## src/rtl/rst_ctrl.sv

```systemverilog
// Clock-enable prescaler, stretched reset merger and kickable watchdog for the soc core.
// Reports the cause of the last reset and a saturating count of resets since rst.
module rst_ctrl #(
    parameter int unsigned PRESCALE_BITS = 4,
    parameter int unsigned STRETCH       = 5,
    parameter int unsigned N_REQ         = 2,
    parameter int unsigned WDOG_BITS     = 13
) (
    input  logic             clk,
    input  logic             rst,
    input  logic [N_REQ-1:0] req,
    input  logic             wdog_en,
    input  logic             kick,
    output logic             ck_en,
    output logic             rst_out,
    output logic [N_REQ+1:0] cause,
    output logic [7:0]       rst_count
);
    localparam int unsigned CAUSE_W    = N_REQ + 2;
    localparam logic [7:0]  STRETCH_LD = 8'(STRETCH);
    localparam logic [7:0]  COUNT_MAX  = 8'hFF;

    typedef enum logic {
        HOLD = 1'b0,
        RUN  = 1'b1
    } state_t;

    state_t             state;
    state_t             state_nxt;
    logic [7:0]         stretch_q;
    logic [7:0]         stretch_nxt;
    logic [CAUSE_W-1:0] cause_nxt;
    logic [7:0]         rst_count_nxt;
    logic               live_q;
    logic               tick;
    logic               req_any;
    logic               wdog_exp;

    // Prescaler: ck_en is high the cycle after the counter reaches all-ones.
    generate
        if (PRESCALE_BITS == 0) begin : g_no_pre
            assign ck_en = 1'b1;
        end else begin : g_pre
            logic [PRESCALE_BITS-1:0] pre_q;
            always_ff @(posedge clk or posedge rst) begin
                if (rst) begin
                    pre_q <= '0;
                    ck_en <= 1'b0;
                end else begin
                    pre_q <= pre_q + PRESCALE_BITS'(1);
                    ck_en <= (pre_q == '1);
                end
            end
        end
    endgenerate

    // The enable seen while rst is still asserted is not a stretch tick.
    assign tick    = ck_en & live_q;
    assign req_any = |req;

    // Watchdog counts ticks in RUN; expiry is the increment out of all-ones.
    generate
        if (WDOG_BITS == 0) begin : g_no_wdog
            assign wdog_exp = 1'b0;
        end else begin : g_wdog
            logic [WDOG_BITS-1:0] wdog_q;
            assign wdog_exp = (state == RUN) && wdog_en && !kick && tick && (wdog_q == '1);
            always_ff @(posedge clk or posedge rst) begin
                if (rst) begin
                    wdog_q <= '0;
                end else if ((state != RUN) || !wdog_en || kick) begin
                    wdog_q <= '0;
                end else if (tick) begin
                    wdog_q <= wdog_q + WDOG_BITS'(1);
                end
            end
        end
    endgenerate

    // Next-state, stretch, cause and count.
    always_comb begin
        state_nxt     = state;
        stretch_nxt   = stretch_q;
        cause_nxt     = cause;
        rst_count_nxt = rst_count;
        case (state)
            HOLD: begin
                if (req_any) begin
                    stretch_nxt = STRETCH_LD;
                    cause_nxt   = cause | {1'b0, req, 1'b0};
                end else if (tick) begin
                    stretch_nxt = stretch_q - 8'd1;
                    if (stretch_q == 8'd1) begin
                        state_nxt = RUN;
                    end
                end
            end
            RUN: begin
                stretch_nxt = STRETCH_LD;
                if (req_any || wdog_exp) begin
                    state_nxt = HOLD;
                    cause_nxt = {wdog_exp, req, 1'b0};
                    if (rst_count != COUNT_MAX) begin
                        rst_count_nxt = rst_count + 8'd1;
                    end
                end
            end
            default: state_nxt = HOLD;
        endcase
    end

    always_ff @(posedge clk or posedge rst) begin
        if (rst) begin
            state     <= HOLD;
            stretch_q <= STRETCH_LD;
            cause     <= CAUSE_W'(1);
            rst_count <= '0;
            rst_out   <= 1'b1;
            live_q    <= 1'b0;
        end else begin
            state     <= state_nxt;
            stretch_q <= stretch_nxt;
            cause     <= cause_nxt;
            rst_count <= rst_count_nxt;
            rst_out   <= (state_nxt == HOLD);
            live_q    <= 1'b1;
        end
    end
endmodule

```

## config.mk

```make
export PLATFORM = sky130hd
export DESIGN_NAME = rst_ctrl
export DESIGN_NICKNAME = d
export VERILOG_FILES = /design/src/rtl/rst_ctrl.sv
export SDC_FILE = /design/constraint.sdc
export NUM_CORES = 1
export LEC_CHECK = 0
export BUFFER_PORTS_ARGS = -buffer_cell sky130_fd_sc_hd__clkbuf_2
export CAP_MARGIN = 20
export CORE_MARGIN = 1
export CORE_UTILIZATION = 57
export CTS_BUF_LIST = sky130_fd_sc_hd__clkbuf_16
export CTS_CLUSTER_SIZE = 40
export DETAILED_ROUTE_END_ITERATION = 12
export PLACE_DENSITY_LB_ADDON = 0.25
export SYNTH_ARGS = -nofsm -noshare
export SYNTH_HDL_FRONTEND = slang
export SYNTH_SLANG_ARGS = --single-unit
```

## constraint.sdc

```tcl
create_clock -name clk -period 2.8 [get_ports clk]
set_clock_uncertainty 0.15 [all_clocks]
set_input_delay 0.14 -clock clk [delete_from_list [all_inputs] [get_ports clk]]
set_output_delay 0.14 -clock clk [all_outputs]
set_load 0.01 [all_outputs]
```

=== Word level (Yosys, flattened, before mapping) ===
Index checks and enable logic that the tools add are counted.

* Input port bits: 6
* Logic and storage cells: 50
* Memory bits (read-only): 0
* Register bits after elaboration: 41
* Output and inout port bits: 14
* Memories: 0
* RAM bits: 0
* Bits in latches: 0

* Divide/modulo/power cells: 0
* Bitwise logic cells: 4
* Reduce and logical (&&, ||, !) cells: 13
* Equal/unequal tests: 7
* Multipliers: 0
* $lt $le $gt $ge: 0
* Shift operators: 0
* Add/sub/neg operators: 4
* Mux-type cells: 13

{| class="wikitable"
|+ Operator list
! operator !! count
|-
| 2-to-1 mux 13 bit || 2
|-
| 2-to-1 mux 8 bit || 2
|-
| one-hot mux 8 bit (2 select lines) || 1
|-
| adder 13 x 1 -> 13 bit, second input constant || 1
|-
| == test 13 bit, second input constant || 1
|-
| adder 8 x 1 -> 8 bit, second input constant || 1
|-
| == test 8 x 1 -> 1 bit, second input constant || 1
|-
| 2-to-1 mux 4 bit || 2
|-
| != test 8 bit, second input constant || 1
|-
| one-hot mux 4 bit (2 select lines) || 1
|-
| subtractor 8 x 1 -> 8 bit, second input constant || 1
|-
| adder 4 x 1 -> 4 bit, second input constant || 1
|-
| == test 4 bit, second input constant || 1
|-
| logical AND 1 bit || 4
|-
| 2-to-1 mux 1 bit || 4
|-
| OR 4 x 3 -> 4 bit || 1
|-
| logical OR 1 bit || 3
|-
| != test 3 bit, second input constant || 1
|-
| AND reduction 3 bit || 1
|-
| logical NOT 1 bit || 2
|-
| != test 2 x 1 -> 1 bit, second input constant || 1
|-
| != test 2 bit, second input constant || 1
|-
| inverter 1 bit || 2
|-
| one-hot mux 1 bit (2 select lines) || 1
|-
| other kinds (4) || 4
|}

=== Longest topological paths before layout ===
Gate-level depths: netlist of the first run.

* Depth after elaboration: 8
* Depth in mapped cells: 6
* Mapped depth without buffers: 6

=== Worst setup path after synthesis of the first run ===
OpenSTA, ideal clock, no wires.

* Path type: reg2reg
* From: reg g_wdog.wdog_q[0]
* To: reg rst_count[1]
* Stages on the path, launching flop included: 7
* Path slack: 0.784 ns
* Data required time: 2.525 ns
* Setup time: 0.125 ns
* Clock period less this slack: 2.016 ns
* Buffers on the path: 0
* Data arrival time: 1.741 ns
* Cells stage by stage: dfrtp_1 -> ha_1 -> nand3_1 -> nor4_4 -> a31oi_4 -> a41o_2 -> mux2_4

* Cells in the longest elaborated chain, start to end: 4

{| class="wikitable"
|+ RTL lines
! item !! line !! source
|-
| start, declared || 66 || <nowiki>logic [WDOG_BITS-1:0] wdog_q;</nowiki>
|-
| start signal, assigned || 74 || <nowiki>wdog_q <= wdog_q + WDOG_BITS'(1);</nowiki>
|-
| == test 13 bit || 67 || <nowiki>assign wdog_exp = (state == RUN) && wdog_en && !kick && tick && (wdog_q == '1);</nowiki>
|-
| logical AND 1 bit || 67 ||
|-
| logical OR 1 bit || 100 || <nowiki>if (req_any || wdog_exp) begin</nowiki>
|-
| AND reduction 3 bit (no source line) || - ||
|-
| end signal, assigned || 124 || <nowiki>rst_count <= rst_count_nxt;</nowiki>
|-
| end, declared || 17 || <nowiki>output logic [7:0] rst_count</nowiki>
|}

Every way passes these cells.
A chain may end at the register's enable or synchronous reset.

=== Worst setup path in the final report of the first run ===
Ends and elaborated chain as after synthesis.

==> impl_metrics.env, run 1 <==
export IMPL_status="complete, no violations"
export IMPL_layout_setup_ws_ns=0.623
export IMPL_core_area_sq_um=3100
export IMPL_grt_max_degree=23
export IMPL_top_level_ports=20
export IMPL_placementRows=20
export IMPL_grt_setup_unrepaired="false"
export IMPL_fin_crit_sh=0.778
export IMPL_setup_viol=0
export IMPL_wl_per_cell_um=13.1
export IMPL_synth_xor_area_frac=0.120
export IMPL_area_growth_synth_to_final_pct=16.6
export IMPL_yosys_cell_types_count=36
export IMPL_synth_flop_cell="dfrtp_1"
export IMPL_p_sw_frac=0.201
export IMPL_critPathTopFamily="simple AND/OR/NAND/NOR gates"
export IMPL_drv_cap=0
export IMPL_die_area_sq_um=3560
export IMPL_cp_buffers_inverters=0
export IMPL_synth_commonest_cells="37 x dfrtp_1, 25 x nor2_1, 17 x nand2_1, 14 x xor2_1, 12 x xnor2_1"
export IMPL_io_buffers=19
export IMPL_grt_total_usage=0.213
export IMPL_syn_num_nets=184
export IMPL_drtIter0Drc=55
export IMPL_p_switching_uw=234
export IMPL_slowest_delay_ns=0.41
export IMPL_clkTransAtPathRegs_ns=0.06
export IMPL_startpoint_type="flip-flop"
export IMPL_placed_cell_area_sq_um=2040
export IMPL_internal_power_uw=931
export IMPL_clk_latency_ns=0.28
export IMPL_ys_top_cells_by_area="dfrtp_1 49%, xor2_1 6.5%, dfstp_2 5.5%, xnor2_1 5.5%, nor2_1 4.9%"
export IMPL_muxShareOfSynthArea=0.0198
export IMPL_cp_end_kind="flip-flop"
export IMPL_worst_path_max_delay_cell="nor4_4"
export IMPL_vias=1301
export IMPL_synth_top_family_by_area="simple AND/OR/NAND/NOR gates"
export IMPL_ant_nets=0
export IMPL_cts_sinks=41
export IMPL_grt_util_met1=0.253
export IMPL_crit_fanout=10
export IMPL_worst_pin_slew_ns=0.721
export IMPL_drc=0
export IMPL_nets=211
export IMPL_routabilityCongestion=0.784
export IMPL_min_period_ns=2.18
export IMPL_dp_hpwl_um=2300
export IMPL_grt_use_met3=0.0390
export IMPL_ys_async_sr_fraction=1.00
export IMPL_share_comb_of_total_power=0.028
export IMPL_grt_pass1_wl_um=5550
export IMPL_utilization=0.713
export IMPL_critPathKind="flip-flop to flip-flop"
export IMPL_fin_tns_setup_ns=0
export IMPL_hold_violations=0
export IMPL_wl_um=3210
export IMPL_cts_tree="done"
export IMPL_gr_max_usage_layer="met2"
export IMPL_via_per_inst=5.31
export IMPL_final_cell_area_sq_um=2210
export IMPL_ir_drop_v=0.000467
export IMPL_met2_usage=0.376
export IMPL_yosys_warnings=0
export IMPL_synth_top_area_cell="dfrtp_1"
export IMPL_synth_seq_cells=41
export IMPL_antennaDiodeCount=0
export IMPL_syn_inst=173
export IMPL_antenna_found_initial=0
export IMPL_synthesis_area_sq_um=1900
export IMPL_yosysSeqAreaShare=0.544
export IMPL_cp_required_ns=2.81
export IMPL_p_clk_frac=0.455
export IMPL_yosys_area_top_type_share=0.488
export IMPL_die_h_um=59.7
export IMPL_cts_max_level=2
export IMPL_hold_class="primary input to flip-flop"
export IMPL_yosysMostFrequentCell="dfrtp_1"
export IMPL_root_buffer="clkbuf_16"
export IMPL_p_leak_uw=0.00102
export IMPL_start_util=0.611
export IMPL_powerDensity_nw_per_um2=527
export IMPL_synth_adder_area_share=0.0330
export IMPL_synth_avg_cell_area_sq_um=11.0
export IMPL_relSlewSlack=0.519
export IMPL_fmax_mhz=459
export IMPL_numCtsBuffers=5
export IMPL_synth_compound_area_share=0.0422
export IMPL_place_ws_ns=0.609
export IMPL_power_share_sequential=0.517
export IMPL_dr_pass1_iters=4
export IMPL_cts_buffer_depth=2
export IMPL_die_w_um=59.7
export IMPL_grt_ovfl_total=0
export IMPL_cts_setup_buffers=0
export IMPL_cp_cell_sequence="ha_1 > nand3_1 > nor4_4 > a31oi_4 > a41o_2 > mux2_4"
export IMPL_cp_arrival_ns=2.19
export IMPL_drive_gt1_frac=0.219
export IMPL_grt_pass1_vias=1301
export IMPL_slew_violations=0
export IMPL_synthSimpleGateAreaFrac=0.222
export IMPL_synth_edff_count=0
[metrics by stage]
step | power (uW) | instances | hold WS [ns]
finish | 1160 | 245 | 0.0859
detailed placement | 642 | 234 | 0.124
global route | 1210 | 245 | 0.143
CTS | 1180 | 245 | 0.0923
floorplan | 628 | 173 | 0.0856
global placement | 641 | 234 | 0.109
[metal layers]
| layer | wire length [um] | vias to the layer above | share of wire |
|---|---|---|---|
| met5 | 0 | - | 0 |
| met4 | 60 | 0 | 0.019 |
| met3 | 75 | 6 | 0.023 |
| met2 | 1650 | 17 | 0.51 |
| met1 | 1420 | 644 | 0.44 |
| li1 | - | 634 | - |
[repair_timing]
| item | in CTS | in global routing |
|---|---|---|
| hold buffers | 3 | 0 |
| resized for setup | 0 | 0 |
| endpoints found under the hold margin | 19 | 0 |
[layout make-up]
type / instances / area (sq um)
clock inverter: 3 / 12.5
clock buffer: 5 / 125
sequential: 41 / 1030
inverter: 6 / 22.5
tap: 44 / 55.1
fill: 250 / 892
multi-input combinational: 123 / 832
timing repair buffer: 23 / 133
[power by group through the flow]
stage                     clock (uW)  combinational (uW)  sequential [uW]
final                            530                32.8              602
after floorplan                    0                15.9              612
after global routing             567                38.6              602
after global placement             0                29.2              611
after CTS                        540                34.3              601
after detailed placement           0                30.5              612
[worst paths after layout]
kind                                  start              to  cells after the start  slack (ns)
min reg2reg                  g_pre.pre_q[0]  g_pre.pre_q[0]                      1        0.31
min in group asynchronous               rst    rst_count[7]                      3        0.36
min                                    kick         rst_out                      4        0.09
max in group asynchronous               rst    stretch_q[0]                      4        1.32
max reg2reg                g_wdog.wdog_q[0]    rst_count[1]                      6        0.62
max                        g_wdog.wdog_q[0]    rst_count[1]                      6        0.62
[cell usage in the layout, fill, tap and decap left out, drive strengths merged]
cell	count
nand4	4
nand3	6
dfstp	4
clkinv	3
nand2	17
clkbuf	24
a21oi	2
or4	1
a31oi	1
buf	1
and2b	1
or2	2
and4bb	1
a211oi	1
o21a	1
nor4	1
and3	2
nor4b	1
nor3b	1
a21o	2
inv	6
or3	2
nor2	25
and2	3
xor2	14
conb	1
ha	5
nor3	9
xnor2	12
a41o	1
mux2	3
nand2b	1
dfrtp	37
o21ai	1
dlygate4sd3	3
and4	2
[state kept, by name, summed over array words and instances (netlist names)]
signal         flops
stretch_q          8
rst_out            1
rst_count          8
state              1
g_pre.pre_q        4
ck_en              1
cause              4
live_q             1
g_wdog.wdog_q     13
[kinds of logic after synthesis]
group	Yosys count
and+or+nand+nor	79
DFF	41
xor gates and xnor gates	26
AOI/OAI and AO/OA	9
buffers and inverters	9
adders and majority gates	5
muxes	3
other	1
[worst register-to-register path: stages (launching register included)]
cell     delay [ns]
dfrtp_1        0.38
ha_1           0.18
nand3_1        0.14
nor4_4         0.41
a31oi_4        0.21
a41o_2         0.30
mux2_4         0.30
(Power assumes the default switching activity.)
==> run 2, diff against run 1 <==
==> constraint.sdc (replaced) <==
create_clock -name clk -period 2.1 [get_ports clk]
set_clock_uncertainty 0.15 [all_clocks]
set_input_delay 0.105 -clock clk [delete_from_list [all_inputs] [get_ports clk]]
set_output_delay 0.105 -clock clk [all_outputs]
set_load 0.01 [all_outputs]
==> impl_metrics.env, run 2 (synthesis gave the netlist of run 1 again) <==
export IMPL_status="complete, no violations"
export IMPL_clk_latency_ns=0.28
export IMPL_ant_nets=0
export IMPL_fmax_mhz=507
export IMPL_die_area_sq_um=3560
export IMPL_hold_violations=0
export IMPL_final_cell_mix="37 x dfrtp_1, 25 x nor2_1, 19 x clkbuf_2"
export IMPL_min_period_ns=1.97
export IMPL_dr_pass1_iters=4
export IMPL_nets=214
export IMPL_area_growth_synth_to_final_pct=19.1
export IMPL_drv_cap=0
export IMPL_grt_setup_unrepaired="false"
export IMPL_fin_crit_sh=0.939
export IMPL_regMostFlops="g_wdog.wdog_q"
export IMPL_powerDensity_nw_per_um2=744
export IMPL_top_level_ports=20
export IMPL_critPathKind="flip-flop to flip-flop"
export IMPL_grt_max_degree=24
export IMPL_layout_cells_most_common="dfrtp_1"
export IMPL_largest_register_ffs=13
export IMPL_setup_viol=0
export IMPL_startpoint_type="flip-flop"
export IMPL_wl_um=3530
export IMPL_hold_class="primary input to flip-flop"
export IMPL_worst_path_max_delay_cell="dfrtp_1"
export IMPL_p_leak_uw=0.00105
export IMPL_grt_pass1_vias=1345
export IMPL_grt_total_usage=0.233
export IMPL_wl_per_cell_um=14.2
export IMPL_io_buffers=19
export IMPL_antenna_found_initial=0
export IMPL_routabilityCongestion=0.793
export IMPL_drive_gt1_frac=0.230
export IMPL_cp_cell_sequence="ha_1 > nand3_1 > nor4_4 > a31oi_4 > nor3_1 > mux2_2"
export IMPL_crit_fanout=5
export IMPL_dp_hpwl_um=2530
export IMPL_ir_drop_v=0.000543
export IMPL_cts_setup_buffers=0
export IMPL_grt_ovfl_total=0
export IMPL_grt_pass1_wl_um=6010
export IMPL_top_regs="g_wdog.wdog_q: 13 flops, rst_count: 8 flops, stretch_q: 8 flops"
export IMPL_cts_sinks=41
export IMPL_vias=1307
export IMPL_placementRows=20
export IMPL_root_buffer="clkbuf_16"
export IMPL_cp_end_kind="flip-flop"
export IMPL_clkTransAtPathRegs_ns=0.06
export IMPL_cts_resized=0
export IMPL_slowest_delay_ns=0.39
export IMPL_cp_arrival_ns=1.99
export IMPL_drc=0
export IMPL_fill_cells=253
export IMPL_cts_buffer_depth=2
export IMPL_antennaDiodeCount=0
export IMPL_drtIter0Drc=42
export IMPL_cts_max_level=2
export IMPL_core_area_sq_um=3100
export IMPL_power_uw=1680
export IMPL_slew_violations=0
export IMPL_fin_tns_setup_ns=0
export IMPL_cp_required_ns=2.12
export IMPL_cts_tree="done"
export IMPL_die_w_um=59.7
export IMPL_numCtsBuffers=5
export IMPL_via_per_inst=5.27
export IMPL_start_util=0.611
export IMPL_die_h_um=59.7
-- run 2: cell count changes in the layout (fill, tap and decap cells not counted) --
cell / change
buf_4: +3
bufinv_16: +1
clkinv_1: -1
clkinv_2: -1
inv_1: +1
-- run 2: repair_timing --
action                     in CTS  in global routing
hold buffers                    3                  0
hold endpoints to repair       46                  0
setup endpoints to repair       0                  4
-- run 2: cell type report --
type	instances	area, sq um	share of cell area
clock inverter	3	37.5	0.0166
multi-input combinational	123	832	0.368
clock buffer	5	125	0.0554
inverter	6	22.5	0.00997
timing repair buffer	26	155	0.0687
tap	44	55.1	0.0244
sequential	41	1030	0.457
-- run 2: worst max-delay path, delay by kind of cell, from the launching register on --
kind / cells / cell delay (ns)
muxes: 1 / 0.36
DFF: 1 / 0.39
and+or+nand+nor: 3 / 0.63
AOI/OAI and AO/OA: 1 / 0.15
adders and majority gates: 1 / 0.18
-- run 2: final timing paths --
| path | cells past startpoint | slack, ns | from | to |
|---|---|---|---|---|
| worst max-delay path | 6 | 0.13 | g_wdog.wdog_q[0] | rst_count[6] |
| worst min-delay path | 4 | 0.06 | kick | rst_out |
| worst max register to register | 6 | 0.13 | g_wdog.wdog_q[0] | rst_count[6] |
| worst min register to register | 1 | 0.30 | g_pre.pre_q[0] | g_pre.pre_q[0] |
| max in group asynchronous | 4 | 1.25 | rst | stretch_q[0] |
| min in group asynchronous | 4 | 0.25 | rst | g_wdog.wdog_q[8] |
-- run 2: routing by layer --
metal | GRT usage | share of wire | vias up
met4 | 0.0930 | 0.011 | 0
met2 | 0.405 | 0.54 | 16
met5 | 0 | 0 | -
met3 | 0.0584 | 0.029 | 5
met1 | 0.275 | 0.42 | 650
li1 | - | - | 636
-- run 2: power breakdown --
part           switching [uW]  internal (uW)
clock                     281            551
sequential               5.30            797
combinational            29.3           17.2
-- run 2: metrics by stage --
step	std cells	utilization	cell area, sq um	setup WS [ns]	hold WS [ns]
6_report	248	0.728	2260	0.127	0.0557
5_1_grt	248	0.728	2260	0.0388	0.0789
4_1_cts	248	0.728	2260	0.00391	0.0502
3_5_place_dp	237	0.666	2070	0.0243	-0.00986
3_3_place_gp	237	0.666	2070	0.118	-0.0177
2_1_floorplan	173	-	1900	0.0837	0.0506
==> run 3, diff against run 2 <==
--- a/config.mk
+++ b/config.mk
@@ -7,6 +7,7 @@
 export LEC_CHECK = 0
 export BUFFER_PORTS_ARGS = -buffer_cell sky130_fd_sc_hd__clkbuf_2
 export CAP_MARGIN = 20
+export CORE_ASPECT_RATIO = 1.25
 export CORE_MARGIN = 1
 export CORE_UTILIZATION = 57
 export CTS_BUF_LIST = sky130_fd_sc_hd__clkbuf_16
==> impl_metrics.env, run 3 (synthesis gave the netlist of run 1 again) <==
export IMPL_antennaDiodeCount=0
export IMPL_worst_pin_slew_ns=0.502
export IMPL_layout_cells_most_common="dfrtp_1"
export IMPL_regMostFlops="g_wdog.wdog_q"
export IMPL_grt_util_met1=0.256
export IMPL_die_w_um=53.6
export IMPL_setup_viol=0
export IMPL_routabilityCongestion=0.731
export IMPL_status="complete, no violations"
export IMPL_top_regs="g_wdog.wdog_q: 13 flops, rst_count: 8 flops, stretch_q: 8 flops"
export IMPL_layout_setup_ws_ns=0.117
export IMPL_cp_arrival_ns=2.00
export IMPL_grt_use_met3=0.0662
export IMPL_die_area_sq_um=3560
export IMPL_antenna_found_initial=0
export IMPL_grt_ovfl_total=0
export IMPL_relSlewSlack=0.665
export IMPL_cp_end_kind="flip-flop"
export IMPL_core_area_sq_um=3190
export IMPL_min_period_ns=1.98
export IMPL_drc=0
export IMPL_wl_um=3470
export IMPL_place_ws_ns=0.0154
export IMPL_power_share_sequential=0.520
export IMPL_ir_drop_v=0.000554
export IMPL_largest_register_ffs=13
export IMPL_worst_path_max_delay_cell="dfrtp_1"
export IMPL_drive_gt1_frac=0.229
export IMPL_grt_total_usage=0.236
export IMPL_top_level_ports=20
export IMPL_grt_pass1_vias=1366
export IMPL_via_per_inst=5.45
export IMPL_gr_max_usage_layer="met2"
export IMPL_slowest_delay_ns=0.40
export IMPL_placementRows=23
export IMPL_dp_hpwl_um=2460
export IMPL_final_cell_area_sq_um=2230
export IMPL_cp_cell_sequence="nand4_1 > nor4_4 > a31oi_4 > a41o_2 > mux2_4"
export IMPL_critPathKind="flip-flop to flip-flop"
export IMPL_ant_nets=0
export IMPL_nets=215
export IMPL_wl_per_cell_um=14.3
export IMPL_grt_pass1_wl_um=5870
export IMPL_clkTransAtPathRegs_ns=0.06
export IMPL_vias=1320
export IMPL_drv_cap=0
export IMPL_p_sw_frac=0.197
export IMPL_powerDensity_nw_per_um2=692
export IMPL_crit_fanout=6
export IMPL_power_uw=1540
export IMPL_slew_violations=0
export IMPL_final_cell_mix="37 x dfrtp_1, 25 x nor2_1, 19 x clkbuf_2"
export IMPL_cts_buffer_depth=2
export IMPL_p_clk_frac=0.452
export IMPL_start_util=0.594
export IMPL_cts_max_level=2
export IMPL_cts_tree="done"
export IMPL_share_comb_of_total_power=0.028
export IMPL_numCtsBuffers=5
export IMPL_clk_latency_ns=0.28
export IMPL_fin_crit_sh=0.944
export IMPL_placed_cell_area_sq_um=2060
export IMPL_dr_pass1_iters=4
export IMPL_root_buffer="clkbuf_16"
export IMPL_drtIter0Drc=26
export IMPL_area_growth_synth_to_final_pct=17.6
export IMPL_die_h_um=66.5
export IMPL_cts_sinks=41
export IMPL_hold_violations=0
export IMPL_internal_power_uw=1240
export IMPL_startpoint_type="flip-flop"
export IMPL_met2_usage=0.406
export IMPL_cp_required_ns=2.11
export IMPL_fmax_mhz=504
export IMPL_grt_max_degree=42
export IMPL_hold_class="primary input to flip-flop"
export IMPL_p_leak_uw=0.00104
export IMPL_io_buffers=19
export IMPL_p_switching_uw=304
run 3: per-stage QoR:
step / hold WS [ns] / utilization / setup TNS, ns / instances
2_1_floorplan: 0.0506 / - / 0 / 173
3_3_place_gp: 0.0791 / 0.644 / 0 / 230
3_5_place_dp: 0.0960 / 0.644 / 0 / 230
4_1_cts: 0.0386 / 0.696 / 0 / 241
5_1_grt: 0.0610 / 0.698 / -0.0175 / 242
6_report: 0.0432 / 0.698 / 0 / 242
run 3: path summary, 6_finish.rpt:
kind	slack, ns	depth (start not counted)	start	to
setup / recovery	0.12	5	g_wdog.wdog_q[8]	rst_count[1]
max in group asynchronous	1.09	4	rst	stretch_q[0]
hold / removal	0.04	4	kick	rst_out
min in group asynchronous	0.33	4	rst	rst_count[1]
setup reg to reg	0.12	5	g_wdog.wdog_q[8]	rst_count[1]
hold reg to reg	0.30	1	g_pre.pre_q[0]	g_pre.pre_q[0]
run 3: repair_timing:
action	CTS	global route
hold buffers	3	0
setup endpoints to repair	0	5
endpoints found under the hold margin	42	0
resized for setup	0	0
buffers inserted	0	1
run 3: routing by layer:
metal,part of all wire,routed length [um],vias up
li1,-,-,639
met1,0.42,1470,650
met2,0.52,1820,25
met3,0.033,115,6
met4,0.019,67,0
met5,0,0,-
run 3: power by group through the flow:
| stage | Sequential [uW] | Clock, uW | Combinational [uW] |
|---|---|---|---|
| final | 802 | 697 | 43.9 |
| after global routing | 802 | 748 | 50.3 |
| after CTS | 802 | 715 | 45.1 |
| after detailed placement | 816 | 0 | 40.5 |
| after global placement | 815 | 0 | 38.7 |
| after floorplan | 816 | 0 | 21.1 |
run 3: worst max-delay path, delay by kind of cell (launching register included):
kind	cells	cell delay (ns)
AND/OR/NAND/NOR	2	0.58
AO/OA/AOI/OAI	2	0.44
multiplexers	1	0.30
flip-flops	1	0.40
run 3: layout make-up:
cell class | count | area [sq um]
Clock buffer | 5 | 125
Clock inverter | 3 | 11.3
Fill cell | 248 | 963
Inverter | 6 | 22.5
Multi-Input combinational cell | 123 | 832
Sequential cell | 41 | 1030
Tap cell | 37 | 46.3
Timing Repair Buffer | 27 | 163
